**config.mk**
```make
export PLATFORM = sky130hd
export DESIGN_NAME = rcpu_uart_tx_flat
export DESIGN_NICKNAME = d
export VERILOG_FILES = /design/src/rtl/rcpu_uart_tx_if.sv /design/src/rtl/rcpu_uart_tx.sv /design/src/flat_wrapper.sv
export SDC_FILE = /design/constraint.sdc
export NUM_CORES = 1
export LEC_CHECK = 0
export ABC_CLOCK_PERIOD_IN_PS = 2200
export CAP_MARGIN = 10
export CELL_PAD_IN_SITES_DETAIL_PLACEMENT = 1
export CELL_PAD_IN_SITES_GLOBAL_PLACEMENT = 1
export CORE_MARGIN = 2
export CORE_UTILIZATION = 40
export CTS_BUF_LIST = sky130_fd_sc_hd__clkbuf_4 sky130_fd_sc_hd__clkbuf_8 sky130_fd_sc_hd__clkbuf_16
export DETAILED_ROUTE_END_ITERATION = 10
export MAX_ROUTING_LAYER = met4
export PLACE_DENSITY = 0.72
export SKIP_CTS_REPAIR_TIMING = 1
export SLEW_MARGIN = 20
export SYNTH_ARGS = -nofsm -noshare
export SYNTH_HDL_FRONTEND = slang
export SYNTH_SLANG_ARGS = --single-unit
```
**constraint.sdc**
```tcl
create_clock -name clk -period 2.2 [get_ports clk]
set_input_delay 0.55 -clock clk [delete_from_list [all_inputs] [get_ports clk]]
set_output_delay 0.55 -clock clk [all_outputs]
set_load 0.005 [all_outputs]
```
**src/rtl/rcpu_uart_tx_if.sv**
```systemverilog
// rcpu_uart_tx_if: CPU memory bus as seen by a memory-mapped peripheral.
// master drives address/data/enable, slave returns read data and select.
interface rcpu_uart_tx_if #(
    parameter int M = 16
);
    logic [M-1:0] memAddr;
    logic [M-1:0] memWrite;
    logic         memWE;
    logic [M-1:0] rdData;
    logic         sel;

    modport master (
        output memAddr,
        output memWrite,
        output memWE,
        input  rdData,
        input  sel
    );

    modport slave (
        input  memAddr,
        input  memWrite,
        input  memWE,
        output rdData,
        output sel
    );
endinterface

```
**src/rtl/rcpu_uart_tx.sv**
```systemverilog
// rcpu_uart_tx: memory-mapped 8N1 UART transmitter with a 4-deep FIFO.
// TXDATA sits at BASE, STATUS at BASE+1.
module rcpu_uart_tx #(
    parameter int           M            = 16,
    parameter logic [M-1:0] BASE         = 16'hFF00,
    parameter int           CLKS_PER_BIT = 16
) (
    input  logic          clk,
    input  logic          rst,
    rcpu_uart_tx_if.slave bus,
    output logic          tx
);

    typedef enum logic [1:0] {
        IDLE,
        START,
        DATA,
        STOP
    } txState_t;

    localparam logic [M-1:0] statAddr =
        BASE + {{(M-1){1'b0}}, 1'b1};
    localparam logic [15:0] baudLoad =
        16'(CLKS_PER_BIT - 1);

    logic [7:0]  fifoMem [4];
    logic [1:0]  wrPtr;
    logic [1:0]  rdPtr;
    logic [2:0]  count;
    logic        ovf;

    logic        full;
    logic        empty;
    logic        dataHit;
    logic        statHit;
    logic        push;
    logic        drop;
    logic        ovfClr;
    logic        pop;
    logic        busy;
    logic [7:0]  headData;

    txState_t    state;
    txState_t    stateNext;
    logic [15:0] baudCnt;
    logic [15:0] baudNext;
    logic [2:0]  bitIdx;
    logic [2:0]  bitNext;
    logic [7:0]  shiftReg;
    logic [7:0]  shiftNext;
    logic        txReg;
    logic        txNext;

    assign full     = (count == 3'd4);
    assign empty    = (count == 3'd0);
    assign dataHit  = (bus.memAddr == BASE);
    assign statHit  = (bus.memAddr == statAddr);
    assign push     = bus.memWE && dataHit && !full;
    assign drop     = bus.memWE && dataHit && full;
    assign ovfClr   = bus.memWE && statHit
                    && bus.memWrite[6];
    assign busy     = (state != IDLE);
    assign headData = fifoMem[rdPtr];
    assign tx       = txReg;

    assign bus.sel  = dataHit || statHit;

    always_comb begin
        bus.rdData = '0;
        if (statHit) begin
            bus.rdData[6:0] =
                {ovf, count, empty, full, busy};
        end
    end

    // A full FIFO drops the write even if the
    // transmitter frees a slot on the same edge.
    always_ff @(posedge clk or posedge rst) begin
        if (rst) begin
            for (int i = 0; i < 4; i++) begin
                fifoMem[i] <= 8'h00;
            end
            wrPtr <= 2'd0;
            rdPtr <= 2'd0;
            count <= 3'd0;
            ovf   <= 1'b0;
        end else begin
            if (push) begin
                fifoMem[wrPtr] <= bus.memWrite[7:0];
                wrPtr          <= wrPtr + 2'd1;
            end
            if (pop) begin
                rdPtr <= rdPtr + 2'd1;
            end
            case ({push, pop})
                2'b10:   count <= count + 3'd1;
                2'b01:   count <= count - 3'd1;
                default: count <= count;
            endcase
            if (drop) begin
                ovf <= 1'b1;
            end else if (ovfClr) begin
                ovf <= 1'b0;
            end
        end
    end

    always_ff @(posedge clk or posedge rst) begin
        if (rst) begin
            state    <= IDLE;
            baudCnt  <= 16'd0;
            bitIdx   <= 3'd0;
            shiftReg <= 8'h00;
            txReg    <= 1'b1;
        end else begin
            state    <= stateNext;
            baudCnt  <= baudNext;
            bitIdx   <= bitNext;
            shiftReg <= shiftNext;
            txReg    <= txNext;
        end
    end

    // The shift register moves right once per data
    // bit, so the next bit to send is always shiftReg[1].
    always_comb begin
        stateNext = state;
        baudNext  = baudCnt;
        bitNext   = bitIdx;
        shiftNext = shiftReg;
        txNext    = txReg;
        pop       = 1'b0;
        unique case (state)
            IDLE: begin
                if (!empty) begin
                    pop       = 1'b1;
                    shiftNext = headData;
                    baudNext  = baudLoad;
                    txNext    = 1'b0;
                    stateNext = START;
                end
            end
            START: begin
                if (baudCnt == 16'd0) begin
                    baudNext  = baudLoad;
                    bitNext   = 3'd0;
                    txNext    = shiftReg[0];
                    stateNext = DATA;
                end else begin
                    baudNext = baudCnt - 16'd1;
                end
            end
            DATA: begin
                if (baudCnt == 16'd0) begin
                    baudNext = baudLoad;
                    if (bitIdx == 3'd7) begin
                        txNext    = 1'b1;
                        stateNext = STOP;
                    end else begin
                        bitNext   = bitIdx + 3'd1;
                        shiftNext = {1'b0, shiftReg[7:1]};
                        txNext    = shiftReg[1];
                    end
                end else begin
                    baudNext = baudCnt - 16'd1;
                end
            end
            STOP: begin
                if (baudCnt == 16'd0) begin
                    if (!empty) begin
                        pop       = 1'b1;
                        shiftNext = headData;
                        baudNext  = baudLoad;
                        txNext    = 1'b0;
                        stateNext = START;
                    end else begin
                        stateNext = IDLE;
                    end
                end else begin
                    baudNext = baudCnt - 16'd1;
                end
            end
            default: begin
                stateNext = IDLE;
                txNext    = 1'b1;
            end
        endcase
    end

endmodule

```
**src/flat_wrapper.sv**
```systemverilog
// flat-port wrapper written by rule: the top's interface ports become plain ports
module rcpu_uart_tx_flat 
#(
    parameter int           M            = 16,
    parameter logic [M-1:0] BASE         = 16'hFF00,
    parameter int           CLKS_PER_BIT = 16
)
  (clk, rst, tx, bus_memAddr, bus_memWrite, bus_memWE, bus_rdData, bus_sel);
  rcpu_uart_tx_if #(.M(M)) bus_i ();
  input  logic clk;
  input  logic rst;
  output logic tx;
  input wire logic [$bits(bus_i.memAddr)-1:0] bus_memAddr;
  input wire logic [$bits(bus_i.memWrite)-1:0] bus_memWrite;
  input wire logic [$bits(bus_i.memWE)-1:0] bus_memWE;
  output wire logic [$bits(bus_i.rdData)-1:0] bus_rdData;
  output wire logic [$bits(bus_i.sel)-1:0] bus_sel;
  assign bus_i.memAddr = bus_memAddr;
  assign bus_i.memWrite = bus_memWrite;
  assign bus_i.memWE = bus_memWE;
  assign bus_rdData = bus_i.rdData;
  assign bus_sel = bus_i.sel;
  rcpu_uart_tx #(.M(M), .BASE(BASE), .CLKS_PER_BIT(CLKS_PER_BIT)) u_core (.clk(clk), .rst(rst), .bus(bus_i), .tx(tx));
endmodule
```
## Word-level counts from Yosys, hierarchy flattened

Cells that the tools add are included.

| storage, ports and cells | value |
|---|---|
| register bits | 70 |
| latch bits | 0 |
| memory bits (writable) | 0 |
| bits in read-only memories | 0 |
| bits of input ports | 35 |
| output and inout port bits | 18 |
| logic and storage cells | 99 |
| memories kept | 0 |

| cells by class | value |
|---|---|
| add/subtract/negate cells | 6 |
| multiply operators | 0 |
| div/mod/pow operators | 0 |
| $lt $le $gt $ge | 3 |
| equality and inequality tests | 15 |
| shift-type cells | 0 |
| muxes and demuxes | 39 |
| bitwise operators | 2 |
| reductions and logical operators | 21 |

Operators by type and width:

| cell | number |
|---|---|
| $mux 8 | 7 |
| $mux 16 | 3 |
| $pmux 16 s3 | 1 |
| $bwmux 32 | 1 |
| $eq 16x16->1 const B | 2 |
| $pmux 8 s3 | 1 |
| $bmux 8 s2 | 1 |
| $demux 8 s2 | 1 |
| $logic_not 16->1 | 1 |
| $sub 16x1->16 const B | 1 |
| $pmux 3 s2 | 2 |
| $mux 1 | 10 |
| $mux 2 | 5 |
| $mux 3 | 3 |
| $ne 2x1->1 const B | 4 |
| $pmux 2 s4 | 1 |
| $reduce_and 4->1 | 2 |
| $reduce_bool 2->1 | 4 |
| $mux 7 | 1 |
| $add 3x1->3 const B | 2 |
| $eq 2x2->1 const B | 3 |
| $eq 3x3->1 const B | 2 |
| $ge 3x3->1 const B | 2 |
| $logic_and 1x1->1 | 6 |
| other kinds (16) | 20 |

## Logic depth before layout (Yosys ltp)

Gate-level depths: netlist of run 1.

| logic depth | value |
|---|---|
| depth in word-level cells | 7 |
| depth in mapped cells | 12 |

## Worst setup path after synthesis of run 1

OpenSTA, ideal clock, no wires.

| path | value |
|---|---|
| path kind | input-to-reg |
| start | input port bus_memAddr[1] |
| end | register u_core.count[2] |
| library setup time | 125 ps |
| arrival time | 2725 ps |
| data required time | 2075 ps |
| path slack | -651 ps |
| stages | 11 |
| path buffers | 1 |
| cells stage by stage | or4_4 nor4_4 and4b_1 buf_12 inv_1 ha_1 inv_1 fa_1 xor2_1 nor2_1 xor2_1 |

| between the ends | value |
|---|---|
| longest elaborated chain between the ends | 5 |

RTL lines:

| element | RTL line | source |
|---|---|---|
| start, declared | flat_wrapper.sv:13 | `input wire logic [$bits(bus_i.memAddr)-1:0] bus_memAddr;` |
| $eq 16x16->1 (*) | rcpu_uart_tx.sv:56 | `assign dataHit = (bus.memAddr == BASE);` |
| $logic_and 1x1->1 (*) (2 in a row) | rcpu_uart_tx.sv:58 | `assign push = bus.memWE && dataHit && !full;` |
| $eq 2x1->1 or $eq 2x2->1 (tied branches) | rcpu_uart_tx.sv:95 | `case ({push, pop})` |
| $pmux 3 s2 or $reduce_bool 2->1 (tied branches) | -- |  |
| end signal, assigned | rcpu_uart_tx.sv:96 | `2'b10: count <= count + 3'd1;` |
| end signal, assigned | rcpu_uart_tx.sv:97 | `2'b01: count <= count - 3'd1;` |
| end signal, assigned | rcpu_uart_tx.sv:98 | `default: count <= count;` |
| end, declared | rcpu_uart_tx.sv:29 | `logic [2:0] count;` |

Every way passes the cells marked *; elsewhere a longest branch is shown, timed or not.
A chain may end at the register's enable or synchronous reset.

## Worst setup path in the final report of run 1

| path | value |
|---|---|
| start | input port bus_memAddr[1] |
| end | output port bus_rdData[6] |

| between the ends | value |
|---|---|
| longest elaborated chain between the ends | 2 |

RTL lines:

| element | RTL line | source |
|---|---|---|
| $eq 16x16->1 | rcpu_uart_tx.sv:57 | `assign statHit = (bus.memAddr == statAddr);` |
| $mux 7 | rcpu_uart_tx.sv:70 | `if (statHit) begin` |
| end, declared | flat_wrapper.sv:16 | `output wire logic [$bits(bus_i.rdData)-1:0] bus_rdData;` |

No other way between the ends.

==> metrics.md, run 1 <==
| Metric | Value |
|---|---|
| Worst Path Arrival | ~2.0 ns |
| Status | finished, violations left |
| Crit-path slowest cell | or4_4 |
| Slew headroom | between 50% and 60% |
| Maximum clock rate | 392 MHz |
| Slowest stage delay, CP | 0.54 ns |
| Power density over the cells | 449 mW/mm2 |
| Core ar. | 0.00982 mm2 |
| Synth Register Bits | 70 |
| Crit path max fanout | 5 |
| Post-Synth XOR/XNOR Area | between 1 and 1.5% |
| DR pass1 iterations | 4 |
| Post-detailed-routing wire length | ~11 mm |
| Sequential area share after synthesis | ~43% |
| # diodes | 0 |
| Htree depth | 3 |
| Iteration-0 DRC Markers | 100 |
| Synthesis-to-finish area growth | 29.8% |
| Failing checks | setup timing |
| Worst Tran Pin Value | approximately 0.68 ns |
| Hpwl dp | between 8 and 9 mm |
| DIE WIDTH | between 100 and 150 um |
| Total Nets Final | 504 |
| Type of origin of the critical path | primary input |
| Distinct cells, synth | 63 |
| Vias in the first global route | 3546 |
| Setup CP Type | primary input to primary output |
| Period minus WS final | between 2 and 3 ns |
| Dpl cells | 569 |
| Utilization after layout | between 50% and 60% |
| Initial antenna violation count | 0 |
| Cells after Synth | around 360 |
| Final setup viols | 42 |
| Gr ovfl total | 0 |
| Clock Skew | about 0.015 ns |
| Cell area after synthesis | roughly 0.0041 mm2 |
| CP required | between 1.5 and 2 ns |
| Hold Path Class | register to register |
| Ys flop type | dfrtp_1 |
| # rows | 36 |
| GPL Wtd Cong | 0.820 |
| Layout Cells excl Fill | between 500 and 600 |
| RSZ-0062 raised after global routing | true |
| Final WS setup | -0.352 ns |
| Synth Area in Simple Gates | 17.8% |
| Hold_ws | between 0.5 and 0.6 ns |
| Clk buf depth | 2 |
| Synth Warn # | 0 |
| Height of the die | 105 um |
| Vias per cell | roughly 5.5 |
| CTS tree | yes |
| DR WL/cell | 18.9 um |
| Crit path cell chain | clkbuf_2, or4_4, nor4_4, buf_4, buf_4, and3_1, buf_2 |
| Fillers | 1060 |
| Storage element area | approximately 0.0018 mm2 |
| Fin. max-slew vios | 0 |
| Post-route ant nets | 0 |
| Setup TNS | -5.06 ns |
| Number of enable flip-flop cells after synthesis | 0 |
| Clock Latency Late Sink | 0.36 ns |
| Synth Area in Compound Gates | a little under an eighth |
| Crit share post-route | 116% |
| Max VDD drop | 301 uV |
| Multiplexer area fraction after synthesis | between 10% and 20% |
| Adder-cell area share of the yosys netlist | under 10% |
| Die area | approximately 0.011 mm2 |
| Mean Syn Cell Area | 11.5 um2 |
| Max_cap viols | 0 |
| Final hold vios | 0 |
| Total CTS buffers | 9 |
| Root Buffer | clkbuf_8 |
| Multi-input gate area | between 0.002 and 0.0025 mm2 |
| Tot GR Track Use | a little over a fifth |
| Share of cells above drive strength 1 | between 30% and 40% |
| Pwr Total | approximately 2400 uW |
| DRC Markers | 0 |
| Largest net degree at the start of global routing | 23 |
| Largest family of logic cells by synthesized area | simple AND/OR/NAND/NOR gates |
| # IOs | 53 |
| Asr flop ratio synth | 100% |
| Leakage | approximately 0.0026 uW |
| Crit. End Element | primary output |
| Port-buffer cells | 35 |
| TritonCTS Sinks | 70 |
| Cell mode on critical path | buf_4 |
| Total number of vias | between 3k and 4k |
| Initial core utilization | between 40% and 50% |
| First-pass GRT wire length | between 15 and 20 mm |
| Worst-path clk slew | about 0.08 ns |
[final timing paths]
path,start,endpoint,slack (ns),depth (start not counted)
worst max-delay path,bus_memAddr[1],bus_rdData[6],-0.35,7
worst min-delay path,u_core.fifoMem[10],u_core.fifoMem[10],0.52,1
worst max register to register,u_core.baudCnt[15],u_core.count[2],-0.18,11
worst min register to register,u_core.fifoMem[10],u_core.fifoMem[10],0.52,1
max in group asynchronous,rst,u_core.ovf,1.05,3
min in group asynchronous,rst,u_core.state[1],0.59,2
[cell families after synthesis]
| kind of cell | count (synthesis) |
|---|---|
| DFF | 70 |
| muxes | 44 |
| buffers and inverters | 32 |
| other | 1 |
| AOI/OAI and AO/OA | 65 |
| adders and majority gates | 15 |
| xor gates and xnor gates | 6 |
| and+or+nand+nor | 123 |
[sequential cells by signal, indices dropped and copies added, names as in the netlist]
| register | cells |
|---|---|
| u_core.tx | 1 |
| u_core.wrPtr | 2 |
| u_core.shiftReg | 8 |
| u_core.baudCnt | 16 |
| u_core.state | 2 |
| u_core.ovf | 1 |
| u_core.bitIdx | 3 |
| u_core.count | 3 |
| u_core.rdPtr | 2 |
| u_core.fifoMem | 32 |
[synthesized netlist by cell type (8+ instances only)]
master	instances	area share (%)
inv_1	12	1.1
mux4_2	8	4.4
nor2_1	31	2.9
dfrtp_1	69	42
nor3_1	22	2.7
o21ai_0	11	1.4
buf_4	9	1.7
nand2_1	18	1.7
a21oi_1	11	1.4
ha_1	14	4.3
mux2_4	32	12
[per-stage QoR]
step | area [um2] | setup slack (ns)
after global placement | 4960 | -0.975
after global routing | 5290 | -0.428
final | 5290 | -0.352
after floorplan | 4130 | -0.616
after detailed placement | 4960 | -1.03
after CTS | 5150 | -1.02
[final cells by class]
class	count	share of cell area, %
clock inverter	6	0.851
tap	133	3.15
inverter	12	0.970
sequential	70	33.1
timing repair buffer	99	16.0
clock buffer	10	2.60
multi-input combinational	262	43.3
[power breakdown]
part	switching [uW]	internal [uW]
combinational	51.5	50.0
clock	546	443
sequential	0.104	1290
[worst max-delay path: cells and delay by family]
family | cells | cell delay, ns
simple gates | 3 | 0.97
buf+inv | 4 | 0.48
[layer usage]
metal  vias to the layer above  wire, um  GRT usage, %
met5                         -         0             -
met4                         0       221          6.76
met3                        15       344          4.12
met2                        67      5560          34.7
met1                      1656      5070          27.4
li1                       1509         -             -
[cells in the final DEF (no fill, tap or decap), types with 7 or more instances in the layout]
cell type	instances
mux4_2	8
clkbuf_8	10
conb_1	9
nor3_1	20
o21ai_0	10
mux2_4	32
inv_1	9
nand2_1	17
nor2_1	24
clkdlybuf4s50_1	19
a21oi_1	10
dfrtp_1	69
clkbuf_2	7
buf_4	57
ha_1	11
Power figures use the tool's default switching activity.
==> run 2, diff against run 1 <==
==> constraint.sdc (replaced) <==
create_clock -name clk -period 2.2 [get_ports clk]
set_input_delay 0.44 -clock clk [delete_from_list [all_inputs] [get_ports clk]]
set_output_delay 0.44 -clock clk [all_outputs]
set_load 0.005 [all_outputs]
==> metrics.md, run 2 (synthesis results as in run 1) <==
| Metric | Value |
|---|---|
| Core ar. | 0.00982 mm2 (unchanged) |
| Max_cap viols | 0 (unchanged) |
| Clk buf depth | 2 (unchanged) |
| Reg2Reg Setup Slack | -0.17 ns (about the same) |
| Slew headroom | 62.1% (+7.7 points) |
| Crit path max fanout | 4 (-1) |
| DR pass1 iterations | 4 (unchanged) |
| Most common cell after layout, fill and taps aside | dfrtp_1 |
| Root Buffer | clkbuf_8 |
| Share of cells above drive strength 1 | 39.3% (+1.8 points) |
| Worst-path clk slew | 0.10 ns (+0.02 ns) |
| Vias in the first global route | 3572 (+0.73%) |
| Failing checks | setup timing |
| Gr ovfl total | 0 (unchanged) |
| Total number of vias | 3360 (+3.5%) |
| Hold_ws | 0.502 ns (-0.0129 ns) |
| Biggest registers after layout | u_core.fifoMem x32, u_core.baudCnt x16, u_core.shiftReg x8 |
| Iteration-0 DRC Markers | 200 (+100%) |
| Height of the die | 105 um (unchanged) |
| Power share of the combinational group | 4.2% (about the same) |
| RSZ-0062 raised after global routing | true |
| Clock Skew | 0.0157 ns (+0.00111 ns) |
| R2R depth | 12 (+1) |
| Vias per cell | 5.64 (+2.8%) |
| Cell mode on critical path | buf_6 |
| Initial antenna violation count | 0 (unchanged) |
| Sw Share | 26.7% (+1.5 points) |
| Hold Path Class | primary input to async pin |
| Die area | 0.0110 mm2 (unchanged) |
| Post-route ant nets | 0 (unchanged) |
| Critical path's top delay family | simple AND/OR/NAND/NOR gates |
| # diodes | 0 (unchanged) |
| GPL Wtd Cong | 0.839 (+2.2%) |
| Int Power | 1770 uW (-0.73%) |
| Maximum clock rate | 400 MHz (+2.1%) |
| Final hold vios | 0 (unchanged) |
| Final setup viols | 33 (-21%) |
| Max FFs per register | 32 (unchanged) |
| DRC Markers | 0 (unchanged) |
| Status | finished, violations left |
| Type of origin of the critical path | primary input |
| # IOs | 53 (unchanged) |
| Critical path buffers and inverters | 4 (unchanged) |
| Worst reg2reg startpoint | u_core.state[1] |
| Power share of the clock group | 42.4% (+0.8 points) |
| DIE WIDTH | 105 um (unchanged) |
| Tot GR Track Use | 23.0% (+1.5 points) |
| CP required | 1.76 ns (+0.11 ns) |
| Crit path cell chain | buf_6, or4_4, nor4_4, nand2_2, buf_6, buf_6, nor2_2, buf_2 |
| Sequential fraction of design power | 53.4% (-0.7 points) |
| Synthesis-to-finish area growth | 31.3% |
| P_sw | 643 uW (+7.5%) |
| Period minus WS final | 2.50 ns (-0.0520 ns) |
| Power density over the cells | 450 mW/mm2 (+0.18%) |
| Critical path capture point | bus_rdData[2] |
| Setup TNS | -2.35 ns (+2.70 ns) |
| Setup CP Type | primary input to primary output |
| Fin. max-slew vios | 0 (unchanged) |
| Largest net degree at the start of global routing | 35 (+52%) |
| DR WL/cell | 20.5 um (+8.4%) |
| Most flop-heavy register | u_core.fifoMem |
| Stages on the worst setup path | 8 (+1) |
| TritonCTS Sinks | 70 (unchanged) |
| R2r endpoint | u_core.count[2] |
| Hpwl dp | 8.31 mm (+3.1%) |
| Worst Path Arrival | 2.06 ns (+0.06 ns) |
| Post-detailed-routing wire length | 12.2 mm (+9.1%) |
| Total CTS buffers | 9 (unchanged) |
| Worst Tran Pin Value | 0.568 ns (-0.111 ns) |
| Crit. End Element | primary output |
| Crit share post-route | 114% (-2.4 points) |
| Clock Latency Late Sink | 0.36 ns (about the same) |
| Total Nets Final | 508 (+0.79%) |
| Leakage | 0.00258 uW (+0.59%) |
| Crit-path slowest cell | or4_4 |
| Most frequent cells in the layout | 69 x dfrtp_1, 60 x buf_4, 32 x mux2_4 |
| Max VDD drop | 244 uV (-19%) |
| Initial core utilization | 41.5% (unchanged) |
| Final WS setup | -0.300 ns (+0.0520 ns) |
| First-pass GRT wire length | 19.1 mm (+5.2%) |
| CTS tree | yes |
| # rows | 36 (unchanged) |
| Htree depth | 3 (unchanged) |
| Crit path from | bus_memAddr[2] |
| Slowest stage delay, CP | 0.54 ns (about the same) |
| Port-buffer cells | 35 (unchanged) |
[run 2: routing by layer]
metal	share of wire, %	vias to the layer above	track usage, %
li1	-	1516	-
met3	3.4	16	3.81
met4	2.0	0	5.62
met5	0	-	-
met2	52	92	39.1
met1	42	1736	28.8
[run 2: area by class of cell]
cell class | count | area [um2]
flip-flops and latches | 70 | 1750
well taps | 133 | 166
inverters | 12 | 51.3
clock buffers | 9 | 124
clock inverters | 7 | 61.3
fillers | 1096 | 4470
repair buffers | 103 | 878
multi-input cells | 262 | 2320
[run 2: worst min path at each step]
stage | startpoint | slack, ns | end
floorplan | u_core.ovf | 0.46 | u_core.ovf
global placement | u_core.rdPtr[0] | 0.48 | u_core.rdPtr[0]
detailed placement | u_core.fifoMem[20] | 0.50 | u_core.fifoMem[20]
CTS | rst | 0.47 | u_core.rdPtr[1]
global route | rst | 0.53 | u_core.fifoMem[6]
finish | rst | 0.50 | u_core.rdPtr[1]
[run 2: power groups by stage]
stage / clock network (uW) / logic (uW) / registers, uW
2_1_floorplan: 0 / 39.8 / 1310
3_3_place_gp: 0 / 101 / 1310
3_5_place_dp: 0 / 105 / 1310
4_1_cts: 1040 / 106 / 1290
5_1_grt: 1100 / 112 / 1290
6_report: 1020 / 102 / 1290
[run 2: stage by stage]
stage	cells	total power, uW	instance area (um2)	util (%)	worst slack (ns)
detailed placement	572	1420	4970	50.7	-0.863
floorplan	364	1350	4130	-	-0.508
global placement	572	1410	4970	50.7	-0.818
global route	596	2500	5350	54.5	-0.358
CTS	588	2430	5160	52.5	-0.875
finish	596	2410	5350	54.5	-0.300
==> run 3, diff against run 2 <==
--- a/config.mk
+++ b/config.mk
@@ -16,7 +16,7 @@
 export MAX_ROUTING_LAYER = met4
 export PLACE_DENSITY = 0.72
 export SKIP_CTS_REPAIR_TIMING = 1
-export SLEW_MARGIN = 20
+export SLEW_MARGIN = 40
 export SYNTH_ARGS = -nofsm -noshare
 export SYNTH_HDL_FRONTEND = slang
 export SYNTH_SLANG_ARGS = --single-unit
==> results of run 3 <==
The final DEF is identical to that of run 2; final timing and power are the same.
